--- config.mk ---
export PLATFORM = sky130hd
export DESIGN_NAME = adder_result_stage
export DESIGN_NICKNAME = d
export VERILOG_FILES = /design/src/rtl/adder_pkg.sv /design/src/rtl/adder_flag_gen.sv /design/src/rtl/adder_result_stage.sv
export SDC_FILE = /design/constraint.sdc
export NUM_CORES = 1
export LEC_CHECK = 0
export CAP_MARGIN = 30
export CORE_MARGIN = 8
export CORE_UTILIZATION = 42
export DETAILED_ROUTE_END_ITERATION = 6
export PLACE_DENSITY = 0.79
export SLEW_MARGIN = 20
export SYNTH_ARGS = -nofsm -noshare
export SYNTH_HDL_FRONTEND = slang
export SYNTH_SLANG_ARGS = --single-unit
--- constraint.sdc ---
create_clock -name clk -period 1.8 [get_ports clk]
set_input_delay 0.36 -clock clk [delete_from_list [all_inputs] [get_ports clk]]
set_output_delay 0.36 -clock clk [all_outputs]
set_load 0.05 [all_outputs]
--- src/rtl/adder_pkg.sv ---
// Shared definitions for the extended adder and the blocks that consume its results.
package adder_pkg;

  localparam int WORD_W = 32;

  typedef enum logic [1:0] {
    MODE_ADD = 2'b00,
    MODE_SUB = 2'b01,
    MODE_INC = 2'b10,
    MODE_DEC = 2'b11
  } mode_e;

  // One buffered adder result together with its derived status flags.
  typedef struct packed {
    logic [1:0]        mode;
    logic              cout;
    logic              zero;
    logic              neg;
    logic              ovf;
    logic [WORD_W-1:0] result;
  } entry_t;

endpackage

--- src/rtl/adder_flag_gen.sv ---
// Status flag derivation for an adder result. The overflow rule depends only on the
// operand and result sign bits, so any consumer of the adder can reuse this block.
module adder_flag_gen
  import adder_pkg::*;
(
  input  logic [1:0]        mode,
  input  logic [WORD_W-1:0] a,
  input  logic [WORD_W-1:0] b,
  input  logic [WORD_W-1:0] result,
  output logic              zero,
  output logic              neg,
  output logic              ovf
);

  logic sa, sb, sr;

  assign sa   = a[WORD_W-1];
  assign sb   = b[WORD_W-1];
  assign sr   = result[WORD_W-1];
  assign zero = (result == '0);
  assign neg  = sr;

  // Signed overflow per mode; operand B does not take part for increment/decrement.
  always_comb begin
    ovf = 1'b0;
    case (mode)
      MODE_ADD: ovf = (sa == sb) && (sr != sa);
      MODE_SUB: ovf = (sa != sb) && (sr != sa);
      MODE_INC: ovf = !sa && sr;
      default:  ovf = sa && !sr;
    endcase
  end

endmodule

--- src/rtl/adder_result_stage.sv ---
// Registered result stage behind the extended adder: captures each result with its
// flags into a small FIFO and keeps saturating operation and overflow counters.
// All outputs, including in_ready, come from registered state only.
module adder_result_stage
  import adder_pkg::*;
#(
  parameter int DEPTH = 2,
  parameter int CNT_W = 16
) (
  input  logic              clk,
  input  logic              rst_n,
  input  logic              clear,
  input  logic              in_valid,
  output logic              in_ready,
  input  logic [1:0]        in_mode,
  input  logic [WORD_W-1:0] in_a,
  input  logic [WORD_W-1:0] in_b,
  input  logic [WORD_W-1:0] in_result,
  input  logic              in_cout,
  output logic              out_valid,
  input  logic              out_ready,
  output logic [WORD_W-1:0] out_result,
  output logic              out_cout,
  output logic [1:0]        out_mode,
  output logic              out_zero,
  output logic              out_neg,
  output logic              out_ovf,
  output logic [CNT_W-1:0]  op_count,
  output logic [CNT_W-1:0]  ovf_count
);

  localparam int PTR_W = (DEPTH > 1) ? $clog2(DEPTH) : 1;
  localparam logic [PTR_W:0] FULL_CNT = (PTR_W + 1)'(DEPTH);

  entry_t           mem [DEPTH];
  logic [PTR_W-1:0] wr_ptr;
  logic [PTR_W-1:0] rd_ptr;
  logic [PTR_W:0]   count;

  logic   full, empty, push, pop;
  logic   f_zero, f_neg, f_ovf;
  entry_t new_entry;
  entry_t head;

  adder_flag_gen u_flag_gen (
    .mode   (in_mode),
    .a      (in_a),
    .b      (in_b),
    .result (in_result),
    .zero   (f_zero),
    .neg    (f_neg),
    .ovf    (f_ovf)
  );

  assign full  = (count == FULL_CNT);
  assign empty = (count == '0);
  // in_ready ignores a same-cycle pop so it never depends on out_ready.
  assign push  = in_valid && !full;
  assign pop   = out_ready && !empty;

  assign new_entry = '{mode:   in_mode,
                       cout:   in_cout,
                       zero:   f_zero,
                       neg:    f_neg,
                       ovf:    f_ovf,
                       result: in_result};

  // Entry storage; only the slot under the write pointer changes on a push.
  always_ff @(posedge clk or negedge rst_n) begin
    if (!rst_n) begin
      for (int i = 0; i < DEPTH; i++) begin
        mem[i] <= '0;
      end
    end else if (!clear && push) begin
      mem[wr_ptr] <= new_entry;
    end
  end

  // Pointers and occupancy; clear wins over any push or pop in the same cycle.
  always_ff @(posedge clk or negedge rst_n) begin
    if (!rst_n) begin
      wr_ptr <= '0;
      rd_ptr <= '0;
      count  <= '0;
    end else if (clear) begin
      wr_ptr <= '0;
      rd_ptr <= '0;
      count  <= '0;
    end else begin
      if (push) wr_ptr <= wr_ptr + 1'b1;
      if (pop)  rd_ptr <= rd_ptr + 1'b1;
      case ({push, pop})
        2'b10:   count <= count + 1'b1;
        2'b01:   count <= count - 1'b1;
        default: count <= count;
      endcase
    end
  end

  // Saturating statistics of accepted operations.
  always_ff @(posedge clk or negedge rst_n) begin
    if (!rst_n) begin
      op_count  <= '0;
      ovf_count <= '0;
    end else if (clear) begin
      op_count  <= '0;
      ovf_count <= '0;
    end else if (push) begin
      if (op_count != '1)           op_count  <= op_count + 1'b1;
      if (f_ovf && ovf_count != '1) ovf_count <= ovf_count + 1'b1;
    end
  end

  assign head       = mem[rd_ptr];
  assign in_ready   = !full;
  assign out_valid  = !empty;
  assign out_result = head.result;
  assign out_cout   = head.cout;
  assign out_mode   = head.mode;
  assign out_zero   = head.zero;
  assign out_neg    = head.neg;
  assign out_ovf    = head.ovf;

endmodule

# [Yosys cells after proc, flatten, opt, wreduce, memory -nomap -nowiden]
# Cells that the tools add are included.
[word_totals] word_cells=81 output_inout_bits=72 reg_bits=112 in_bits=104
[classes] reduce_logical=24 add_sub_neg=6 magnitude_cmp=3 bitwise_logic=2 eq_ne=10 mux=19
[op_table] op="$mux 38" n=4
[op_table] op="$mux 16" n=6
[op_table] op="$bwmux 76" n=1
[op_table] op="$demux 38 s1" n=1
[op_table] op="$add 16x1->16 const B" n=2
[op_table] op="$logic_not 32->1" n=1
[op_table] op="$ne 16x16->1 const B" n=2
[op_table] op="$logic_and 1x1->1" n=9
[op_table] op="$reduce_bool 2->1" n=4
[op_table] op="$eq 2x2->1 const B" n=3
[op_table] op="$logic_not 1->1" n=5
[op_table] op="$eq 2x1->1 const B" n=2
[op_table] op="$ge 2x2->1 const B" n=2
[op_table] op="$logic_not 2->1" n=2
[op_table] op="$mux 1" n=4
[op_table] op="$not 1->2" n=2
[op_table] op="$pmux 2 s2" n=1
[op_table] op="$reduce_and 2->1" n=2
[op_table] op="$pmux 1 s3" n=1
[op_table] op="$reduce_bool 3->1" n=1
[op_table] op="$add 1x1->1 const B" n=2
[op_table] op="$add 2x1->2 const B" n=1
[op_table] op="$lt 2x1->1 const B" n=1
[op_table] op="$mux 2" n=1
[op_table] op="3 further kinds" n=4

# [Logic depth before layout (Yosys ltp)]
[logic_depth] depth_word=7 mapped_depth=9 ltp_nobuf=7

# [Cells and area by module]
# From an unflattened synthesis, not the netlist that was laid out.
[unflattened] hier_cells=435 area_unflattened_um2=5412.7
[by_module_without_submodules] mod="adder_result_stage" area_per_inst_um2=5261.3 instances=1 seq_area_each_um2=2802.7 cells_per_inst=414
[by_module_without_submodules] mod="adder_flag_gen" area_per_inst_um2=151.4 instances=1 seq_area_each_um2=0.0 cells_per_inst=21

# [Least setup slack after synthesis]
# Ideal clock, no wire load.
[synth_path] path_type="register -> register" from="reg ovf_count[0]" to="reg ovf_count[14]" synth_period_minus_slack_ps=2131 path_stages_with_launch=7 setup_ps=132 required_ps=1668 path_buffers=0 arrival_time_ps=2000 path_slack_ps=-331 path_cell_list="dfrtp_1 -> ha_1 -> nand2_1 -> or3b_2 -> nor4_1 -> xnor2_1 -> nor2_1"
[synth_via] elab_chain_len=4 word_cells_on_any_way=8 cone_classes="add/sub: 1; eq/ne: 1; mux: 3; reduce/logical: 3"
[synth_lines] element="from (decl)" line="adder_result_stage.sv:29" rtl="output logic [CNT_W-1:0] ovf_count"
[synth_lines] element="from (signal assigned)" line="adder_result_stage.sv:110" rtl="if (f_ovf && ovf_count != '1) ovf_count <= ovf_count + 1'b1;"
[synth_lines] element="$add 16x1->16 / $ne 16x16->1 (equally long branches)" line="adder_result_stage.sv:110"
[synth_lines] element="$mux 16 / $logic_and 1x1->1 (equally long branches)" line="adder_result_stage.sv:110"
[synth_lines] element="$mux 16 / $reduce_bool 2->1 (equally long branches)"
[synth_lines] element="$mux 16 / $reduce_and 2->1 (equally long branches)"
# Parallel ways exist; a longest one is shown, timed or not. The select of a mux whose other input is x is not followed.
# A chain may end at the register's enable or synchronous reset.

# [Worst setup path in the final report]
[layout_path] from="reg rd_ptr" to="out out_result[15]"
[layout_via] elab_chain_len=4
[layout_lines] element="from (decl)" line="adder_result_stage.sv:37" rtl="logic [PTR_W-1:0] rd_ptr;"
[layout_lines] element="from (signal assigned)" line="adder_result_stage.sv:91" rtl="if (pop) rd_ptr <= rd_ptr + 1'b1;"
[layout_lines] element="$not 1->2 (implied by the code)" line="adder_result_stage.sv:114" rtl="assign head = mem[rd_ptr];"
[layout_lines] element="$mux 38 (implied by the code) (3 in a row)" line="adder_result_stage.sv:114"
[layout_lines] element="to (decl)" line="adder_result_stage.sv:22" rtl="output logic [WORD_W-1:0] out_result,"
# No other way between the ends. The select of a mux whose other input is x is not followed.

==> key figures <==
Clock network
  – CTS Sinks: 110
  – CTS Buffer Depth: 2
  – Root buffer cell: clkbuf_16
  – CTS tree: yes
  – Register clock-pin slew on the reported worst setup and hold paths: 0.07 ns
  – CTS buffer count: 9
  – Clock latency on the worst-skew pair: 0.35 ns
  – H-tree levels: 3

Critical path
  – Cells on worst reg2reg path: 6
  – Critical path origin: rd_ptr
  – Register-to-register setup slack: -0.01 ns
  – WP data arrival: 1.52 ns
  – CP max FO: 27
  – Worst setup SP type: register
  – Crit path capture: out_result[15]
  – Crit Reg-Reg Startpoint: ovf_count[7]
  – Required @ worst endpoint: 1.44 ns
  – WS Path Type: reg2out
  – R2r endpoint: ovf_count[4]
  – Crit end category: output pin

Run
  – Number of max-cap violations: 0

Finish
  – Area occupied by multi-input gates: 2650 um^2
  – Ratio of cells with drive above 1 in the final layout: 0.548
  – Final nets: 696
  – Fill cells: 978
  – Register area: 2790 um^2
  – Non-Filler Cell Area, Final: 7530 um^2
  – Core Util, Final: 0.604
  – Diode count: 0
  – Non-Filler Instances: 765
  – Commonest non-fill, non-tap cell in the layout: mux2_2
  – Most frequent cells in the layout: mux2_2, buf_4, dfrtp_1, clkdlybuf4s50_1
  – P&R area growth vs syn: 42.4%

Floorplan
  – CORE AREA: 12500 um^2
  – Die Ht: 128 um
  – Die X: 128 um
  – I/O Pins: 176
  – DIE AREA: 16400 um^2
  – Row count: 41
  – Starting Density: 0.424

STA
  – RSZ-0062 raised after global routing: true
  – Fin crit share: 1.05
  – Post-route setup TNS: -1.72 ns
  – Worst-Margin Slew: 0.495 ns
  – Slew Limit Fails: 0
  – Max Fclk: 0.531 GHz
  – Final hold slack: 0.321 ns
  – Crit path time final: 1.88 ns
  – Max-slew headroom: 0.670
  – Final setup margin: -0.0836 ns
  – Worst Skew: 0.00467 ns
  – Final hold violation count: 0
  – # setup viols final: 40

Power
  – Leak Pwr: 3.18 nW
  – Internal power: 5.22 mW
  – Comb pwr share: 0.337
  – Total power: 7.80 mW
  – Psw: 2.58 mW
  – PwrDens: 1040 nW/um^2
  – Clock power frac: 0.257
  – Seq pwr share: 0.406
  – Sw Ratio: 0.330
  – Max VDD drop: 0.000391 V

Logic synthesis
  – Xor/xnor cell area share of the yosys netlist: 0.0343
  – Syn Area/Cell: 12.1 um^2
  – Synthesized flop and latch total: 110
  – Yosys cell types: 42
  – Mux contribution to synthesized area: 0.238
  – Post-Syn Nets: 544
  – Cell Area, Synth: 5290 um^2
  – Synth Area in Simple Gates: 0.118
  – Syn Inst Count: 436
  – Synth Area in Adders: 0.00947
  – Largest family of logic cells by synthesized area: multiplexers
  – Compound-gate portion of the synthesized area: 0.0521
  – Synth warn: 0
  – Seq/Total Area, Yosys: 0.521

Placement
  – I/O Buffers: 113
  – Placed insts: 742
  – Dpl ws: -0.788 ns
  – HPWL after detailed placement: 9400 um
  – Gpl congestion: 0.787
  – Placed Area: 6910 um^2

Drt
  – Router iterations before antenna repair: 4
  – Post-DR wirelength/cell: 17.5 um
  – Initial DRC count: 178
  – # DRC: 0
  – Antenna Nets Post-Route: 0
  – Post-DR vias/cell: 5.17
  – DRT Wirelength: 13400 um
  – Vias: 3958

Global routing
  – First-pass GRT wire length: 21300 um
  – Vias in the first global route: 4282
  – Initial antenna violation count: 0
  – All-layer global routing usage: 0.163
  – Pin count of the biggest net entering global routing: 43
  – Global route overflow: 0

Status
  – Status: complete, but fails checks
  – Failing checks: setup timing

Hold path
  – HP Class: in2reg
## cell families (layout without fill, tap and decap cells)
family / after synthesis / count (layout)
adders and majority gates: 4 / 4
DFF: 110 / 110
buffers and inverters: 32 / 189
muxes: 112 / 112
xor gates and xnor gates: 19 / 19
AOI/OAI and AO/OA: 42 / 42
and+or+nand+nor: 117 / 117
## cell type report
cell class / count / area share
Clock inverter: 4 / 0.00748
Inverter: 10 / 0.00499
Timing Repair Buffer: 163 / 0.203
Clock buffer: 12 / 0.0327
Tap cell: 172 / 0.0286
Multi-Input combinational cell: 294 / 0.352
Sequential cell: 110 / 0.371
## cells in the mapped netlist
library cell,instances,area share
a2111oi_2,1,0.0028
a211o_4,1,0.0033
a211oi_1,3,0.0043
a21oi_1,18,0.017
a22oi_1,1,0.0014
a22oi_4,1,0.0040
a31o_2,1,0.0017
and2_1,1,0.0012
and3_1,4,0.0047
and4_1,2,0.0033
buf_1,4,0.0028
buf_2,7,0.0066
buf_4,2,0.0028
buf_6,1,0.0021
clkbuf_1,8,0.0057
dfrtp_1,110,0.52
ha_1,4,0.0095
inv_1,10,0.0071
mux2_2,110,0.23
mux2i_1,2,0.0038
nand2_1,16,0.011
nand2_2,1,0.0012
nand2b_1,2,0.0024
nand3_1,9,0.0085
nand4_1,9,0.011
nand4_2,1,0.0024
nand4b_1,1,0.0017
nor2_1,36,0.026
nor2b_1,1,0.0012
nor3_1,5,0.0047
nor4_1,13,0.015
nor4b_1,1,0.0017
nor4b_4,1,0.0045
o211ai_1,1,0.0014
o21ai_0,11,0.010
o31ai_1,4,0.0057
or3_1,10,0.012
or3b_2,1,0.0017
or4_1,3,0.0043
xnor2_1,15,0.025
xnor3_2,1,0.0045
xor2_1,3,0.0050
## worst min-delay path by stage
stage / start / end / cells past startpoint / slack (ns)
global placement: rst_n / mem[25] / 1 / 0.35
CTS: in_result[31] / mem[71] / 2 / 0.44
global route: in_mode[0] / mem[36] / 2 / 0.32
detailed placement: rst_n / mem[63] / 1 / 0.35
finish: in_mode[0] / mem[74] / 2 / 0.32
floorplan: rst_n / count[0] / 0 / 0.06
## timing repair
item	in CTS	in global routing
hold endpoints to repair	33	0
endpoints found under the setup margin	54	57
pin swaps	10	15
resized for setup	43	32
hold buffers	1	0
setup buffers	2	4
cloned	0	0
## power groups by stage
stage / clock network [mW] / logic, mW / registers (mW)
CTS: 2.06 / 2.64 / 3.17
global placement: 0 / 2.44 / 3.17
global route: 2.14 / 2.76 / 3.23
finish: 2.00 / 2.63 / 3.17
detailed placement: 0 / 2.48 / 3.21
floorplan: 0 / 1.75 / 3.17
## flip-flops by register name, summed over array words and instances (netlist names)
| register | flops |
|---|---|
| mem | 74 |
| op_count | 16 |
| ovf_count | 16 |
| count | 2 |
| rd_ptr | 1 |
| wr_ptr | 1 |
## critical path, stage by stage, from the launching register on
cell and delay [ns]:
dfrtp_2 0.40, buf_12 0.20, mux2_2 0.39, buf_6 0.16
## metal layers
layer  vias up  global-route usage  wire (um)  share of wire
li1       1873                   -          -              -
met1      1978               0.194       5810           0.43
met2        95               0.281       6770           0.51
met3        12              0.0370        614          0.046
met4         0              0.0573        170          0.013
met5         -                   0          0              0
Note: power is estimated with default switching activity, not from simulation.
